[config.mk]
export PLATFORM = sky130hd
export DESIGN_NAME = lob_cmd_sequencer
export DESIGN_NICKNAME = d
export VERILOG_FILES = /design/src/rtl/lob_pkg.sv /design/src/rtl/lob_cmd_fifo.sv /design/src/rtl/lob_cmd_sequencer.sv
export SDC_FILE = /design/constraint.sdc
export NUM_CORES = 1
export LEC_CHECK = 0
export BUFFER_PORTS_ARGS = -buffer_cell sky130_fd_sc_hd__clkbuf_2
export CORE_UTILIZATION = 47
export CTS_CLUSTER_SIZE = 40
export DETAILED_ROUTE_END_ITERATION = 7
export GPL_ROUTABILITY_DRIVEN = 0
export MAX_ROUTING_LAYER = met4
export PLACE_DENSITY_LB_ADDON = 0.25
export SETUP_SLACK_MARGIN = 0.4
export SYNTH_ARGS = -nofsm -noshare
export SYNTH_HDL_FRONTEND = slang
export SYNTH_SLANG_ARGS = --single-unit
[constraint.sdc]
create_clock -name clk -period 9 [get_ports clk]
set_input_delay 2.7 -clock clk [delete_from_list [all_inputs] [get_ports clk]]
set_output_delay 2.7 -clock clk [all_outputs]
set_load 0.01 [all_outputs]
[src/rtl/lob_pkg.sv]
// ============================================================
// lob_pkg : op codes, sequencer states and default LOB widths
// Revision: 1.0
// ============================================================
`default_nettype none

package lob_pkg;

  localparam int ID_W_DEF    = 16;
  localparam int SIZE_W_DEF  = 16;
  localparam int PRICE_W_DEF = 16;

  typedef enum logic [1:0] {
    OP_ADD  = 2'b00,
    OP_DEL  = 2'b01,
    OP_VOL  = 2'b10,
    OP_RSVD = 2'b11
  } op_e;

  typedef enum logic [1:0] {
    ST_IDLE  = 2'd0,
    ST_ISSUE = 2'd1,
    ST_WAIT  = 2'd2,
    ST_RESP  = 2'd3
  } state_e;

endpackage

`default_nettype wire

[src/rtl/lob_cmd_fifo.sv]
// ============================================================
// lob_cmd_fifo : synchronous command FIFO, flags from a count register
// Revision: 1.0
// ============================================================
`default_nettype none

module lob_cmd_fifo #(
  parameter int WIDTH = 51,
  parameter int DEPTH = 4
) (
  input  logic             clk,
  input  logic             rst,
  input  logic             push,
  input  logic [WIDTH-1:0] wdata,
  input  logic             pop,
  output logic [WIDTH-1:0] rdata,
  output logic             full,
  output logic             empty
);

  localparam int AW = (DEPTH > 1) ? $clog2(DEPTH) : 1;
  localparam int CW = $clog2(DEPTH + 1);

  logic [WIDTH-1:0] mem [DEPTH];
  logic [AW-1:0]    wptr;
  logic [AW-1:0]    rptr;
  logic [CW-1:0]    count;
  logic             do_push;
  logic             do_pop;

  // A full FIFO refuses pushes even when a pop frees a slot this cycle.
  assign do_push = push & ~full;
  assign do_pop  = pop & ~empty;
  assign full    = (count == CW'(DEPTH));
  assign empty   = (count == '0);
  assign rdata   = mem[rptr];

  always_ff @(posedge clk or posedge rst) begin
    if (rst) begin
      wptr  <= '0;
      rptr  <= '0;
      count <= '0;
    end else begin
      if (do_push) wptr <= wptr + AW'(1);
      if (do_pop)  rptr <= rptr + AW'(1);
      case ({do_push, do_pop})
        2'b10:   count <= count + CW'(1);
        2'b01:   count <= count - CW'(1);
        default: count <= count;
      endcase
    end
  end

  always_ff @(posedge clk) begin
    if (do_push) mem[wptr] <= wdata;
  end

endmodule

`default_nettype wire

[src/rtl/lob_cmd_sequencer.sv]
// ============================================================
// lob_cmd_sequencer : queues LOB commands, runs one engine at a time
// Revision: 1.0
// ============================================================
`default_nettype none

module lob_cmd_sequencer
  import lob_pkg::*;
#(
  parameter int ID_W        = ID_W_DEF,
  parameter int SIZE_W      = SIZE_W_DEF,
  parameter int PRICE_W     = PRICE_W_DEF,
  parameter int FIFO_DEPTH  = 4,
  parameter int TIMEOUT_CYC = 255
) (
  input  logic               clk,
  input  logic               rst,
  input  logic               cmd_valid,
  output logic               cmd_ready,
  input  logic [1:0]         cmd_op,
  input  logic               cmd_side,
  input  logic [ID_W-1:0]    cmd_id,
  input  logic [SIZE_W-1:0]  cmd_size,
  input  logic [PRICE_W-1:0] cmd_limit,
  output logic               eng_side,
  output logic [ID_W-1:0]    eng_id,
  output logic [SIZE_W-1:0]  eng_size,
  output logic [PRICE_W-1:0] eng_limit,
  output logic               add_start,
  output logic               del_start,
  output logic               vol_start,
  input  logic               add_done,
  input  logic               del_done,
  input  logic               vol_done,
  input  logic               add_success,
  input  logic               del_success,
  input  logic [PRICE_W-1:0] vol_volume,
  output logic               rsp_valid,
  input  logic               rsp_ready,
  output logic [1:0]         rsp_op,
  output logic               rsp_ok,
  output logic               rsp_timeout,
  output logic [PRICE_W-1:0] rsp_data,
  output logic               busy
);

  localparam int CMD_W    = 2 + 1 + ID_W + SIZE_W + PRICE_W;
  localparam int SIZE_LSB = PRICE_W;
  localparam int ID_LSB   = PRICE_W + SIZE_W;
  localparam int SIDE_BIT = ID_LSB + ID_W;
  localparam int OP_LSB   = SIDE_BIT + 1;
  localparam logic [7:0] TO_LAST = 8'(TIMEOUT_CYC - 1);

  state_e             state;
  op_e                op_r;
  logic [7:0]         wait_cnt;
  logic               sel_done;
  logic               fifo_full;
  logic               fifo_empty;
  logic               fifo_pop;
  logic [CMD_W-1:0]   fifo_wdata;
  logic [CMD_W-1:0]   head;
  op_e                head_op;

  assign fifo_wdata = {cmd_op, cmd_side, cmd_id, cmd_size, cmd_limit};
  assign fifo_pop   = (state == ST_IDLE) && !fifo_empty;
  assign head_op    = op_e'(head[OP_LSB +: 2]);
  assign cmd_ready  = !fifo_full;
  assign busy       = (state != ST_IDLE) || !fifo_empty;

  lob_cmd_fifo #(
    .WIDTH (CMD_W),
    .DEPTH (FIFO_DEPTH)
  ) u_fifo (
    .clk   (clk),
    .rst   (rst),
    .push  (cmd_valid),
    .wdata (fifo_wdata),
    .pop   (fifo_pop),
    .rdata (head),
    .full  (fifo_full),
    .empty (fifo_empty)
  );

  // Only the engine owning the current command may end the wait.
  always_comb begin
    sel_done = 1'b0;
    case (op_r)
      OP_ADD:  sel_done = add_done;
      OP_DEL:  sel_done = del_done;
      OP_VOL:  sel_done = vol_done;
      default: sel_done = 1'b0;
    endcase
  end

  always_ff @(posedge clk or posedge rst) begin
    if (rst) begin
      state       <= ST_IDLE;
      op_r        <= OP_ADD;
      eng_side    <= 1'b0;
      eng_id      <= '0;
      eng_size    <= '0;
      eng_limit   <= '0;
      add_start   <= 1'b0;
      del_start   <= 1'b0;
      vol_start   <= 1'b0;
      wait_cnt    <= '0;
      rsp_valid   <= 1'b0;
      rsp_op      <= 2'b00;
      rsp_ok      <= 1'b0;
      rsp_timeout <= 1'b0;
      rsp_data    <= '0;
    end else begin
      add_start <= 1'b0;
      del_start <= 1'b0;
      vol_start <= 1'b0;
      case (state)
        ST_IDLE: begin
          if (!fifo_empty) begin
            op_r      <= head_op;
            eng_side  <= head[SIDE_BIT];
            eng_id    <= head[ID_LSB +: ID_W];
            eng_size  <= head[SIZE_LSB +: SIZE_W];
            eng_limit <= head[0 +: PRICE_W];
            if (head_op == OP_RSVD) begin
              rsp_valid   <= 1'b1;
              rsp_op      <= OP_RSVD;
              rsp_ok      <= 1'b0;
              rsp_timeout <= 1'b0;
              rsp_data    <= '0;
              state       <= ST_RESP;
            end else begin
              // Start is registered here so it is high for the ISSUE cycle.
              add_start <= (head_op == OP_ADD);
              del_start <= (head_op == OP_DEL);
              vol_start <= (head_op == OP_VOL);
              state     <= ST_ISSUE;
            end
          end
        end
        ST_ISSUE: begin
          wait_cnt <= '0;
          state    <= ST_WAIT;
        end
        ST_WAIT: begin
          if (sel_done) begin
            rsp_valid   <= 1'b1;
            rsp_op      <= op_r;
            rsp_timeout <= 1'b0;
            case (op_r)
              OP_ADD: begin
                rsp_ok   <= add_success;
                rsp_data <= '0;
              end
              OP_DEL: begin
                rsp_ok   <= del_success;
                rsp_data <= '0;
              end
              OP_VOL: begin
                rsp_ok   <= 1'b1;
                rsp_data <= vol_volume;
              end
              default: begin
                rsp_ok   <= 1'b0;
                rsp_data <= '0;
              end
            endcase
            state <= ST_RESP;
          end else if (wait_cnt == TO_LAST) begin
            rsp_valid   <= 1'b1;
            rsp_op      <= op_r;
            rsp_ok      <= 1'b0;
            rsp_timeout <= 1'b1;
            rsp_data    <= '0;
            state       <= ST_RESP;
          end else begin
            wait_cnt <= wait_cnt + 8'd1;
          end
        end
        ST_RESP: begin
          if (rsp_ready) begin
            rsp_valid <= 1'b0;
            state     <= ST_IDLE;
          end
        end
        default: state <= ST_IDLE;
      endcase
    end
  end

endmodule

`default_nettype wire

[Word-level counts from Yosys, hierarchy flattened]
Memory sizes are Yosys's and may differ from the RTL's.
Cells that the tools add are included.
Cells by class
  add/sub/neg operators: 5
  eq/ne operators: 18
  muxes and demuxes: 47
  bitwise logic cells: 4
  reductions and logical operators: 18
Operators by type and width (count)
  2-to-1 mux 16 bit: 5
  case mux 16 bit (2 select lines): 1
  2-to-1 mux 1 bit: 21
  2-to-1 mux 2 bit: 9
  2-to-1 mux 8 bit: 2
  case mux 8 bit (2 select lines): 1
  == test 2 bit (second input constant): 6
  case mux 1 bit (3 select lines): 3
  adder 8 x 1 -> 8 bit (second input constant): 1
  == test 2 x 1 -> 1 bit (second input constant): 4
  == test 8 bit (second input constant): 1
  != test 2 bit (second input constant): 4
  case mux 2 bit (4 select lines): 1
  nonzero test 2 bit: 4
  logical NOT 2 bit: 3
  case mux 3 bit (2 select lines): 1
  AND reduction 3 bit: 2
  AND reduction 5 bit: 1
  adder 2 x 1 -> 2 bit (second input constant): 2
  case mux 1 bit (2 select lines): 2
  case mux 2 bit (2 select lines): 1
  AND reduction 4 bit: 1
  adder 3 x 1 -> 3 bit (second input constant): 1
  == test 3 bit (second input constant): 1
  11 further kinds: 14
Storage, ports and cells
  register bits: 92
  bits in writable memories: 204
  input port bits: 76
  output and inout port bits: 75
  word-level logic and storage cells: 111
  memories: 1
Memory list
  u_fifo.mem: words 4, bits a word 51, rd ports 1, clocked after Yosys merged registers in 0, wr ports 1, RTL line lob_cmd_fifo.sv:24  | logic [WIDTH-1:0] mem [DEPTH];

[Longest topological paths before layout]
  word-level depth: 6
  depth in mapped cells: 12

[Modules after synthesis]
From an unflattened synthesis, not the netlist that was laid out.
Unflattened totals
  cells, all modules: 555
  area total of the unflattened synthesis: 11373.4 um2
Modules (own cells, without submodules)
  lob_cmd_fifo: times used 1, cells an instance 305, area each 7851.3 um2
  lob_cmd_sequencer: times used 1, cells an instance 250, area each 3522.1 um2

[Least setup slack after synthesis]
No wires, ideal clock.
  path kind: in2reg
  start point: in cmd_valid
  end point: mem u_fifo.mem[0][0] (enable)
  setup time: 0.414 ns
  data arrival time: 3.962 ns
  required time: 8.586 ns
  path slack: 4.624 ns
  stages: 1
  buffers on the path: 0
  path through: and3_1
On the way
  cells in the longest elaborated chain, start to end: 3
RTL lines
  start, declared: RTL line lob_cmd_sequencer.sv:18  | input logic cmd_valid,
  AND 1 bit: RTL line lob_cmd_fifo.sv:32  | assign do_push = push & ~full;
  2-to-1 mux 1 bit: RTL line lob_cmd_fifo.sv:55  | if (do_push) mem[wptr] <= wdata;
  2-to-1 mux 1 bit (not written as such): RTL line lob_cmd_fifo.sv:55
  end, declared: RTL line lob_cmd_fifo.sv:24
No other way between the ends.

[Worst setup path after layout]
  start point: reg state[0]
  end point: out busy
On the way
  cells in the longest elaborated chain, start to end: 2
RTL lines
  start, declared: RTL line lob_cmd_sequencer.sv:54  | state_e state;
  start signal, assigned: RTL line lob_cmd_sequencer.sv:98  | state <= ST_IDLE;
  start signal, assigned: RTL line lob_cmd_sequencer.sv:131  | state <= ST_RESP;
  start signal, assigned: RTL line lob_cmd_sequencer.sv:137  | state <= ST_ISSUE;
  nonzero test 2 bit: RTL line lob_cmd_sequencer.sv:69  | assign busy = (state != ST_IDLE) || !fifo_empty;
  logical OR 1 bit: RTL line lob_cmd_sequencer.sv:69
  end, declared: RTL line lob_cmd_sequencer.sv:44  | output logic busy
No other way between the ends.

==> summary.txt <==
Outcome
  – Status: complete, no violations

Yosys
  – Count of mapped cells out of synthesis: 696
  – Synth top area cells: edfxtp_1, dfrtp_1, mux4_2
  – Most numerous cell in the Yosys netlist: edfxtp_1
  – EDFF count, synth: 204
  – Synth Flop Type: edfxtp_1
  – Top-area cell type share of the netlist area: 0.537
  – Area leader, netlist: edfxtp_1
  – Post-synthesis register bit count: 296
  – Yosys cell types: 50
  – Synthesized area: 11,400 sq um
  – Synth cell count leaders: edfxtp_1, nand2_1, dfrtp_1, mux4_2, inv_1
  – Async SR Flop Fraction: 0.311
  – Synthesized area per cell: 16.4 sq um
  – Sequential cell area fraction in the yosys report: 0.739
  – Yosys Warn Count: 0
  – Synthesized Nets: 785

Clock tree
  – H-tree levels: 1
  – Clock Sink Count: 296
  – CTS resizes: 0
  – TritonCTS clock tree: built
  – Number of post-CTS setup repair buffers: 0
  – CTS Buf Count: 31
  – Clk pin slew, worst setup/hold paths: 0.06 ns
  – CTS Root Cell: clkbuf_16
  – Worst-skew pair later-pin latency: 0.56 ns
  – Hold-fix buffers, CTS: 0
  – Clock tree buffer depth: 3

STA
  – Final setup viols: 0
  – Setup TNS: 0 ns
  – Max-slew headroom: 0.415
  – Crit path time final: 4.78 ns
  – Max Freq: 209 MHz
  – RSZ-0062 raised after global routing: no
  – Skew final: 0.00923 ns
  – Hold slack: 0.471 ns
  – Slew @ Worst Pin: 0.874 ns
  – Fin. max-slew vios: 0
  – Final Hold Viols: 0
  – Fin crit share: 0.531

Setup path
  – Cell family with most CP delay: simple AND/OR/NAND/NOR gates
  – CP max-delay cell: or4b_1
  – Crit-path cells: inv_1 > ha_1 > or4b_1 > clkbuf_2
  – CP Capture Point: busy
  – Crit path capture type: output port
  – Setup CP Type: reg2out
  – Critical Path Fanout Max: 6
  – Critical Path RT: 6.30 ns
  – Critical path depth: 4
  – Startpoint types: register
  – Setup crit start: state[0]
  – Worst r2r src: u_fifo.rptr[1]
  – R2r setup slk: 6.45 ns
  – R2r worst-path depth: 6
  – FF-to-FF End: rsp_ok
  – Critical path's largest stage delay: 0.57 ns
  – Worst Path Buf+Inv: 2
  – Worst path arrival time: 2.08 ns

Global routing
  – First-pass GRT wire length: 34.6 mm
  – Grt total ovfl: 0
  – Largest net degree at the start of global routing: 61
  – Total track usage: 0.188
  – Vias in the first global route: 6,320
  – Antenna violations before repair: 3

Cells and area
  – Fillcell total: 1,904
  – Seq. cell area: 8430 sq um
  – Layout Nets: 947
  – Final core occ: 0.575
  – Synth-to-layout area growth: 18.9%
  – Share of cells above drive strength 1: 0.308
  – Final std cells w/o fill: 1,205
  – Area of the multi-input gates: 2730 sq um

Drt
  – DR iter-0 viols: 378
  – Wirelength, routed: 21.8 mm
  – Post-route ant nets: 0
  – Avg WL per Cell: 18.1 um
  – Vias per Instance: 5.11
  – Routed vias: 6,162
  – Drt pass-1 iters: 4
  – Post-route DRC violation count: 0

Place
  – IO buf count: 150
  – DP Wirelength: 13.0 mm
  – Placed cells: 1,144

Die
  – Die ar.: 24,900 sq um
  – Die W: 158 um
  – Core ar.: 23,600 sq um
  – Boundary Pins: 151
  – Die H: 158 um
  – Standard-cell row count: 56
  – Starting Density: 0.483

Min path
  – WHS Path Cells: 2
  – Hold crit path type: reg2reg

Power
  – Leakage: 5.43 nW
  – Worst VDD drop: 0.191 mV
  – Power Total: 4.64 mW
  – PwrDens: 342 nW/um^2

Flow run
  – Max-Cap Viols: 0
-- cell type report --
| type | count | area share |
|---|---|---|
| inverters | 34 | 0.00959 |
| well taps | 319 | 0.0294 |
| flip-flops and latches | 296 | 0.621 |
| repair buffers | 160 | 0.0609 |
| multi-input cells | 335 | 0.201 |
| clock inverters | 16 | 0.0148 |
| clock buffers | 42 | 0.0624 |
| diodes | 3 | 0.000553 |
-- metrics by stage --
step	setup slack, ns	area (sq um)
after floorplan	3.91	11400
after global placement	4.78	12500
after detailed placement	4.77	12500
after CTS	4.20	13600
after global routing	4.08	13600
final	4.22	13600
-- cell families after synthesis --
group,count (synthesis),synth area share
DFF,296,0.739
and+or+nand+nor,214,0.0779
muxes,77,0.124
buffers and inverters,65,0.0237
AOI/OAI and AO/OA,25,0.0161
adders and majority gates,13,0.0149
xor gates and xnor gates,6,0.00461
-- routing by layer --
| metal | part of all wire | wire length, um | global-route usage |
|---|---|---|---|
| met1 | 0.45 | 9740 | 0.243 |
| met2 | 0.47 | 10300 | 0.303 |
| met3 | 0.064 | 1390 | 0.0413 |
| met4 | 0.019 | 404 | 0.0509 |
| met5 | 0 | 0 | - |
-- state kept, by name, indices dropped and copies added (netlist names), 2 cells and up --
name / cells
rsp_data: 16
eng_id: 16
op_r: 2
eng_size: 16
state: 2
wait_cnt: 8
rsp_op: 2
u_fifo.rptr: 2
u_fifo.wptr: 2
eng_limit: 16
u_fifo.count: 3
u_fifo.mem: 204
-- how the worst min path moves through the flow --
stage / slack, ns / end / from
2_1_floorplan: 0.46 / wait_cnt[4] / wait_cnt[4]
3_3_place_gp: 0.46 / eng_id[3] / eng_id[3]
3_5_place_dp: 0.46 / eng_id[12] / eng_id[12]
4_1_cts: 0.48 / eng_id[12] / eng_id[12]
5_1_grt: 0.49 / eng_id[9] / eng_id[9]
6_report: 0.47 / eng_size[8] / eng_size[8]
-- power by group --
group          internal [mW]  switching, mW
registers               1.84          0.157
clock network          0.776          0.511
logic                  0.568          0.787
total                   3.18           1.46
-- worst reg2reg max path, cell delays in order (launching register included) --
cell      delay (ns)
dfrtp_2         0.34
buf_4           0.62
mux4_2          0.48
a21oi_2         0.12
a211oi_4        0.20
buf_4           0.34
mux2_4          0.34
-- placed cells by master (no fill, tap or decap), drive strengths merged, types with 2 or more instances in the layout --
cell type / synthesis / layout
edfxtp: 204 / 204
and3: 6 / 6
o31ai: 2 / 2
o22a: 2 / 2
nand2b: 2 / 2
mux2i: 24 / 24
nand2: 179 / 179
nor3: 3 / 3
mux2: 2 / 2
xnor2: 4 / 4
o211ai: 3 / 3
o21ai: 4 / 4
xor2: 2 / 2
nor4: 3 / 3
inv: 34 / 35
buf: 10 / 10
mux4: 51 / 51
nor2: 5 / 5
nand4: 2 / 2
bufinv: 0 / 4
clkinvlp: 0 / 2
nand3b: 2 / 2
ha: 12 / 12
dfrtp: 92 / 92
a211oi: 2 / 2
clkbuf: 21 / 192
clkinv: 0 / 9
a21oi: 4 / 4
and4: 2 / 2
nor2b: 2 / 2
nand3: 2 / 2
diode: 0 / 3
Power figures use the tool's default switching activity.
